<file path="config.mk">
export PLATFORM = sky130hd
export DESIGN_NAME = platform_spawner
export DESIGN_NICKNAME = d
export VERILOG_FILES = /design/src/rtl/platform_spawner.sv
export SDC_FILE = /design/constraint.sdc
export NUM_CORES = 1
export LEC_CHECK = 0
export ABC_AREA = 1
export BUFFER_PORTS_ARGS = -buffer_cell sky130_fd_sc_hd__buf_2
export CAP_MARGIN = 20
export CORE_MARGIN = 4
export CORE_UTILIZATION = 35
export CTS_CLUSTER_DIAMETER = 100
export CTS_CLUSTER_SIZE = 20
export DETAILED_ROUTE_END_ITERATION = 7
export PLACE_DENSITY = 0.62
export SYNTH_ARGS = -nofsm -noshare
export SYNTH_HDL_FRONTEND = slang
export SYNTH_SLANG_ARGS = --single-unit
</file>
<file path="constraint.sdc">
create_clock -name clk -period 2.2 [get_ports clk]
set_input_delay 0.11 -clock clk [delete_from_list [all_inputs] [get_ports clk]]
set_output_delay 0.11 -clock clk [all_outputs]
set_load 0.05 [all_outputs]
</file>
<file path="src/rtl/platform_spawner.sv">
// ---------------------------------------------------------------------------
// platform_spawner
//
// Keeps the pool of NS-Shaft platforms. On every accepted frame tick the
// block scrolls each live platform up one slot per cycle, retires the ones
// that reach the ceiling, then (timer permitting) pulses the LFSR enable and
// spawns a new platform on the bottom row at the next random x.
//
// Ports
//   clk          system clock
//   resetn       asynchronous active-low reset
//   clear        synchronous new-game clear (slots, timer, overrun, FSM)
//   frame_tick   one-cycle pulse per video frame
//   rand_x       9-bit LFSR output, sampled one cycle after rand_en
//   rand_en      LFSR enable pulse (REQ state only)
//   rd_idx       slot to read
//   rd_x/rd_y    registered x / y of slot rd_idx (0 when rd_idx >= NUM_PLAT)
//   rd_vld       registered valid bit of slot rd_idx
//   plat_valid   live valid vector of all slots
//   busy         high whenever an update is in progress
//   update_done  one-cycle pulse at the end of each update
//   overrun      sticky: a frame_tick arrived while busy
// ---------------------------------------------------------------------------
module platform_spawner #(
    parameter int NUM_PLAT     = 6,
    parameter int SPAWN_FRAMES = 30,
    parameter int SCROLL       = 1,
    parameter int Y_BOTTOM     = 239,
    parameter int Y_TOP        = 16,
    parameter int X_MAX        = 288
) (
    input  logic                clk,
    input  logic                resetn,
    input  logic                clear,
    input  logic                frame_tick,
    input  logic [8:0]          rand_x,
    output logic                rand_en,
    input  logic [2:0]          rd_idx,
    output logic [8:0]          rd_x,
    output logic [7:0]          rd_y,
    output logic                rd_vld,
    output logic [NUM_PLAT-1:0] plat_valid,
    output logic                busy,
    output logic                update_done,
    output logic                overrun
);

    localparam int TW = (SPAWN_FRAMES > 1) ? $clog2(SPAWN_FRAMES) : 1;

    localparam logic [7:0]    Y_LIMIT   = 8'(Y_TOP + SCROLL);
    localparam logic [7:0]    SCROLL_V  = 8'(SCROLL);
    localparam logic [7:0]    Y_SPAWN   = 8'(Y_BOTTOM);
    localparam logic [8:0]    X_LIMIT   = 9'(X_MAX);
    localparam logic [2:0]    LAST_IDX  = 3'(NUM_PLAT - 1);
    localparam logic [TW-1:0] TMR_RELOAD = TW'(SPAWN_FRAMES - 1);

    typedef enum logic [2:0] {
        ST_IDLE,
        ST_SCROLL,
        ST_CHECK,
        ST_REQ,
        ST_WR,
        ST_DONE
    } state_t;

    state_t state_q, state_d;

    logic [NUM_PLAT-1:0] slot_v;
    logic [8:0]          slot_x [NUM_PLAT];
    logic [7:0]          slot_y [NUM_PLAT];
    logic [2:0]          idx_q;
    logic [TW-1:0]       timer_q;

    logic                free_any;
    logic [2:0]          free_idx;

    // Platforms are 32 px wide, so the left edge saturates at X_MAX.
    function automatic logic [8:0] clamp_x(input logic [8:0] x);
        return (x > X_LIMIT) ? X_LIMIT : x;
    endfunction

    // Lowest-index free slot; scanning downward lets the lowest index win.
    always_comb begin
        free_any = 1'b0;
        free_idx = '0;
        for (int i = NUM_PLAT - 1; i >= 0; i--) begin
            if (!slot_v[i]) begin
                free_any = 1'b1;
                free_idx = 3'(i);
            end
        end
    end

    // -----------------------------------------------------------------------
    // FSM state register
    // -----------------------------------------------------------------------
    always_ff @(posedge clk or negedge resetn) begin
        if (!resetn) begin
            state_q <= ST_IDLE;
        end else begin
            state_q <= state_d;
        end
    end

    // -----------------------------------------------------------------------
    // FSM next state and decoded outputs
    // -----------------------------------------------------------------------
    always_comb begin
        state_d     = state_q;
        rand_en     = 1'b0;
        update_done = 1'b0;
        busy        = (state_q != ST_IDLE);
        case (state_q)
            ST_IDLE:   if (frame_tick) state_d = ST_SCROLL;
            ST_SCROLL: if (idx_q == LAST_IDX) state_d = ST_CHECK;
            ST_CHECK: begin
                if (timer_q != '0)  state_d = ST_DONE;
                else if (free_any)  state_d = ST_REQ;
                else                state_d = ST_DONE;
            end
            ST_REQ: begin
                rand_en = 1'b1;
                state_d = ST_WR;
            end
            ST_WR:   state_d = ST_DONE;
            ST_DONE: begin
                update_done = 1'b1;
                state_d     = ST_IDLE;
            end
            default: state_d = ST_IDLE;
        endcase
        if (clear) state_d = ST_IDLE;
    end

    // -----------------------------------------------------------------------
    // Slot pool, scroll index, spawn timer and overrun flag
    // -----------------------------------------------------------------------
    always_ff @(posedge clk or negedge resetn) begin
        if (!resetn) begin
            slot_v  <= '0;
            idx_q   <= '0;
            timer_q <= '0;
            overrun <= 1'b0;
            for (int i = 0; i < NUM_PLAT; i++) begin
                slot_x[i] <= '0;
                slot_y[i] <= '0;
            end
        end else if (clear) begin
            slot_v  <= '0;
            idx_q   <= '0;
            timer_q <= '0;
            overrun <= 1'b0;
        end else begin
            if (frame_tick && state_q != ST_IDLE) overrun <= 1'b1;
            case (state_q)
                ST_IDLE: idx_q <= '0;
                ST_SCROLL: begin
                    if (slot_v[idx_q]) begin
                        if (slot_y[idx_q] < Y_LIMIT)
                            slot_v[idx_q] <= 1'b0;
                        else
                            slot_y[idx_q] <= slot_y[idx_q] - SCROLL_V;
                    end
                    idx_q <= idx_q + 3'd1;
                end
                ST_CHECK: begin
                    if (timer_q != '0) timer_q <= timer_q - TW'(1);
                end
                ST_WR: begin
                    // rand_x has advanced by now: rand_en was pulsed last cycle.
                    slot_v[free_idx] <= 1'b1;
                    slot_x[free_idx] <= clamp_x(rand_x);
                    slot_y[free_idx] <= Y_SPAWN;
                    timer_q          <= TMR_RELOAD;
                end
                default: ;
            endcase
        end
    end

    // -----------------------------------------------------------------------
    // Registered read port (sees slot contents from before any same-cycle write)
    // -----------------------------------------------------------------------
    always_ff @(posedge clk or negedge resetn) begin
        if (!resetn) begin
            rd_x   <= '0;
            rd_y   <= '0;
            rd_vld <= 1'b0;
        end else if (int'(rd_idx) < NUM_PLAT) begin
            rd_x   <= slot_x[rd_idx];
            rd_y   <= slot_y[rd_idx];
            rd_vld <= slot_v[rd_idx];
        end else begin
            rd_x   <= '0;
            rd_y   <= '0;
            rd_vld <= 1'b0;
        end
    end

    assign plat_valid = slot_v;

endmodule
</file>
Word level (Yosys, flattened, before mapping):

Cells that the tools add are included.

* output and inout bits: 28
* input bits: 16
* register bits: 138

* multiplexer cells: 63
* add/sub/neg operators: 3
* reduce and logical (&&, ||, !) cells: 18
* eq/ne operators: 13
* bitwise logic cells: 10
* $lt $le $gt $ge: 13

Operators by type and width (number)
* $mux 48: 2
* $pmux 48 s2: 1
* $mux 8: 7
* $bwmux 54: 1
* $bmux 8 s3: 2
* $bwmux 48: 1
* $demux 8 s3: 2
* $mux 9: 5
* $or 42x42->42: 1
* $mux 3: 12
* $bmux 9 s3: 1
* $demux 9 s3: 1
* $mux 6: 3
* $mux 1: 15
* $ne 3x3->1 const B: 5
* $pmux 3 s5: 1
* $and 6x6->6: 2
* $ge 4x4->1 const B: 3
* $lt 3x4->1 const B: 3
* $not 3->4: 3
* $not 6->6: 2
* $pmux 6 s2: 1
* $reduce_bool 3->1: 4
* $mux 5: 2
* 25 further kinds: 40

Logic depth before layout (Yosys ltp):

* depth after elaboration: 14
* mapped depth: 20
* gate-level depth less buffers: 18

Worst setup path after synthesis:

Ideal clock, no wire load.

* path kind: reg-to-reg
* start point: register idx_q[0]
* end point: register slot_y[44] (netlist name)
* slack: -0.125 ns
* data arrival time: 2.205 ns
* setup time: 0.120 ns
* stages on the path, launching flop included: 18
* data required time: 2.080 ns
* path buffers: 2
* cells stage by stage: dfrtp_1 > buf_4 > buf_2 > o21ai_0 > nand2_1 > nand2_1 > nand2_1 > nand2_2 > inv_1 > ha_1 > nand2_1 > o21ai_2 > nand3_2 > nand3_4 > nor2_2 > inv_1 > nand2_1 > nand2_1

* cells in the longest elaborated chain, start to end: 9
* elaborated cells between the ends (all ways): 20
* those cells by class: add/sub (1); order compare (3); eq/ne (2); mux (11); bitwise (1); reduce/logical (2)

Ends and longest elaborated chain
* start, declared: line 71 `logic [2:0] idx_q;`
* start signal, assigned: line 164 `idx_q <= idx_q + 3'd1;`
* $not 3->4 (not written as such): line 159, 162
* $bmux 8 s3 (tied with other cells): line 159, 162
* $mux 8 (not written as such) / $logic_and 1x1->1 (equally long branches): line 159, 162
* $mux 8, on equally long branches: line 159, 162
* $sub 8x1->8 / $demux 8 s3 (equally long branches): line 162 `slot_y[idx_q] <= slot_y[idx_q] - SCROLL_V;`
* $bwmux 48: line 162
* $mux 48: line 159 `if (slot_y[idx_q] < Y_LIMIT)`
* $mux 48: line 158 `if (slot_v[idx_q]) begin`
* $pmux 48 s2: line 155 `case (state_q)`
* end signal, assigned by index: line 162
* end, declared: line 70 `logic [7:0] slot_y [NUM_PLAT];`

Parallel ways exist; a longest one is shown, timed or not. The select of a mux whose other input is x is not followed.
A chain may end at the register's enable or synchronous reset.

Worst setup path in the final report:

* start point: register idx_q[0]
* end point: register slot_y[10] (netlist name)

Same word-level chain as after synthesis.

==> impl_metrics.csv <==
group,metric,value,unit
outcome,status,"finished, violations left",
outcome,violations,"negative setup slack",
flow_run,cap_viol_max_count,0,
clocking,clkSlewWorstSetupHoldPaths,0.07,ns
sta,slew_viol_final,0,
setup_path,crit_path_max_incr_delay,0.40,ns
yosys,synth_area_leaders,"dfrtp_1, nand2_1, o21ai_0",
yosys,ys_seq_area_frac,0.433,
layout,areaGrowthSynthToFinish,29.0,%
sta,hold_ws,0.0177,ns
setup_path,crit_buf_inv,5,
yosys,yosysTopAreaCellShare,0.433,
clocking,cts.sinks,138,
layout,fin_util,0.466,
layout,final_common_cell,"nand2_1",
pwr,combPwrFrac,0.517,
clocking,cts_buffer_depth,2,
routing,finalWirelength,27300,um
grt,antenna_found_initial,1,
place,hpwl,18700,um
routing,wl_per_cell,18.3,um
pwr,p_leak,4.98,nW
sta,worst_pin_slew,0.714,ns
grt,grt_max_degree,74,
sta,setup_viol_count_final,39,
setup_path,critPathArrivalTime,2.56,ns
layout,layout-drive-gt1-share,0.258,
yosys,synthesis.instances,1081,
setup_path,endpoint_kind,"register",
layout,final_cell_mix,"nand2_1, o21ai_0, dfrtp_1, nor2_1, buf_4",
setup_path,crit_required,2.51,ns
sta,setup_ws,-0.0494,ns
pwr,peakVddDrop,0.710,mV
routing,vias,7980,
grt,grt_pass1_vias,7570,
routing,drt_iter0_drc,756,
grt,track_usage,0.214,
layout,multi_input_area,4320,sq um
sta,rsz0062_at_grt,"yes",
setup_path,slowest_stage,"dfrtp_2",
pwr,pwr-share-clk,0.222,
sta,finalCritPeriodShare,1.02,
place,port_buffers,43,
grt,overflow,0,
yosys,syn_area,7980,sq um
setup_path,critPathKind,"register to register",
clocking,cts_root_buffer,"clkbuf_16",
sta,setup-tns-final,-0.836,ns
yosys,syn_avg_cell_area,7.38,sq um
die,start_util,0.361,
pwr,p_sw,5.76,mW
setup_path,worstPathCellList,"buf_12 > clkinv_8 > buf_6 > nor2_4 > nand2_2 > nand2_4 > inv_4 > nand2_4 > o21ai_4 > nand3_2 > nand3_4 > buf_4 > nor2_4 > o21ai_0",
layout,regArea,3460,sq um
yosys,yosys_warnings,0,
die,die_height,159,um
clocking,insertion_delay,0.43,ns
yosys,ys_types,51,
layout,nets,1219,
grt,grt_pass1_wl,43200,um
die,fp-row-count,54,
layout,antenna-diode-count,0,
routing,dr.pass1.iters,5,
sta,relSlewSlack,0.524,
sta,fin_skew,0.00872,ns
routing,drc,0,
pwr,power_density,1240,nW/um^2
place,numPlacedInstances,1428,
yosys,yosys.area.top_type,"dfrtp_1",
routing,drtAntennaViolNets,0,
layout,n_fill_cell,2190,
sta,fmax,445,MHz
layout,finalNonFillerCells,1491,
die,io_pins,44,
sta,hold_viol_final,0,
yosys,ys_ff_latch,138,
setup_path,critPathLaunchType,"register",
clocking,cts_made_buffers,17,
pwr,swShare,0.450,
die,fp.dieW,159,um
pwr,internal_power,7.04,mW
hold_path,hp-class,"input port to register",
clocking,cts_max_level,4,
die,dieArea,25300,sq um
clocking,cts_tree,"yes",
yosys,syn-num-nets,1102,
pwr,seqPwrFrac,0.262,
place,routabilityCongestion,0.935,
sta,min_period,2.25,ns
setup_path,cp_top_family,"simple AND/OR/NAND/NOR gates",
die,core,22100,sq um
routing,vias_per_cell,5.35,
setup_path,crit_fanout,8,
synthesized netlist by cell type (all sizes together):
cell type,number
a2111oi,1
a211oi,1
a21oi,18
a22o,1
a22oi,2
a311oi,1
a31oi,3
buf,19
clkbuf,33
clkinv,1
dfrtp,138
ha,5
inv,90
nand2,353
nand3,58
nand4,16
nor2,109
nor3,7
o211ai,10
o21a,1
o21ai,161
o21bai,1
o221ai,1
o22ai,12
o311ai,2
o31ai,10
o32ai,9
o41ai,12
or2,1
or4,1
xnor2,1
xor2,3
final cells by class:
type | count | area share
clock inverter | 13 | 0.0126
sequential | 138 | 0.336
timing repair buffer | 149 | 0.119
multi-input combinational | 801 | 0.420
tap | 280 | 0.0340
inverter | 91 | 0.0363
clock buffer | 19 | 0.0430
repair_timing:
action / 4_1_cts / 5_1_grt
resized for setup: 36 / 97
endpoints found under the hold margin: 53 / 0
gates cloned: 1 / 1
pin swaps: 17 / 54
setup endpoints to repair: 53 / 90
setup buffers: 7 / 18
hold buffers: 4 / 0
layer usage:
| layer | wire length, um | global-route usage | vias up |
|---|---|---|---|
| met3 | 1850 | 0.0393 | 55 |
| met5 | 7 | 0 | - |
| met1 | 12300 | 0.306 | 3800 |
| met2 | 12400 | 0.323 | 297 |
| met4 | 795 | 0.0797 | 2 |
| li1 | - | - | 3826 |
worst register-to-register path: stages (launching register included):
cell and delay, ns:
dfrtp_2 0.40, buf_12 0.15, clkinv_8 0.08, buf_6 0.12
nor2_4 0.24, nand2_2 0.11, nand2_4 0.10, inv_4 0.04
nand2_4 0.08, o21ai_4 0.07, nand3_2 0.10, nand3_4 0.21
buf_4 0.22, nor2_4 0.14, o21ai_0 0.09
registers in the layout, indices dropped and copies added (netlist names):
name        flops
state_q         3
timer_q         5
rd_vld          1
plat_valid      6
slot_y         48
overrun         1
slot_x         54
idx_q           3
rd_y            8
rd_x            9
per-stage QoR:
stage	total power [mW]	setup WS, ns	cell area, sq um
global placement	8.73	-0.148	8990
finish	12.8	-0.0494	10300
floorplan	6.56	0.000227	8020
CTS	11.9	-0.0291	9780
detailed placement	8.77	-0.137	8990
global route	13.4	-0.149	10300
power by group through the flow:
stage          Combinational, mW  Sequential [mW]  Clock, mW
2_1_floorplan               3.07             3.49          0
3_3_place_gp                5.38             3.35          0
3_5_place_dp                5.40             3.37          0
4_1_cts                     5.71             3.33       2.89
5_1_grt                     7.03             3.40       2.99
6_report                    6.62             3.35       2.84
final timing paths:
check	slack [ns]	to	depth (start not counted)	start
max	-0.05	slot_y[10]	14	idx_q[0]
min	0.02	slot_x[14]	3	rand_x[5]
max reg2reg	-0.05	slot_y[10]	14	idx_q[0]
min reg2reg	0.48	slot_x[18]	2	slot_x[18]
max in group asynchronous	1.18	rd_y[2]	3	resetn
min in group asynchronous	0.20	slot_y[25]	2	resetn
kinds of logic (layout without fill, tap and decap cells):
family          Yosys count  count (layout)  synth area share
compound gates          246             246             0.183
xor+xnor                  4               4           0.00674
simple gates            545             546             0.295
buf+inv                 143             272            0.0751
flops                   138             138             0.433
fa+ha+maj                 5               5           0.00784
Power figures use the tool's default switching activity.
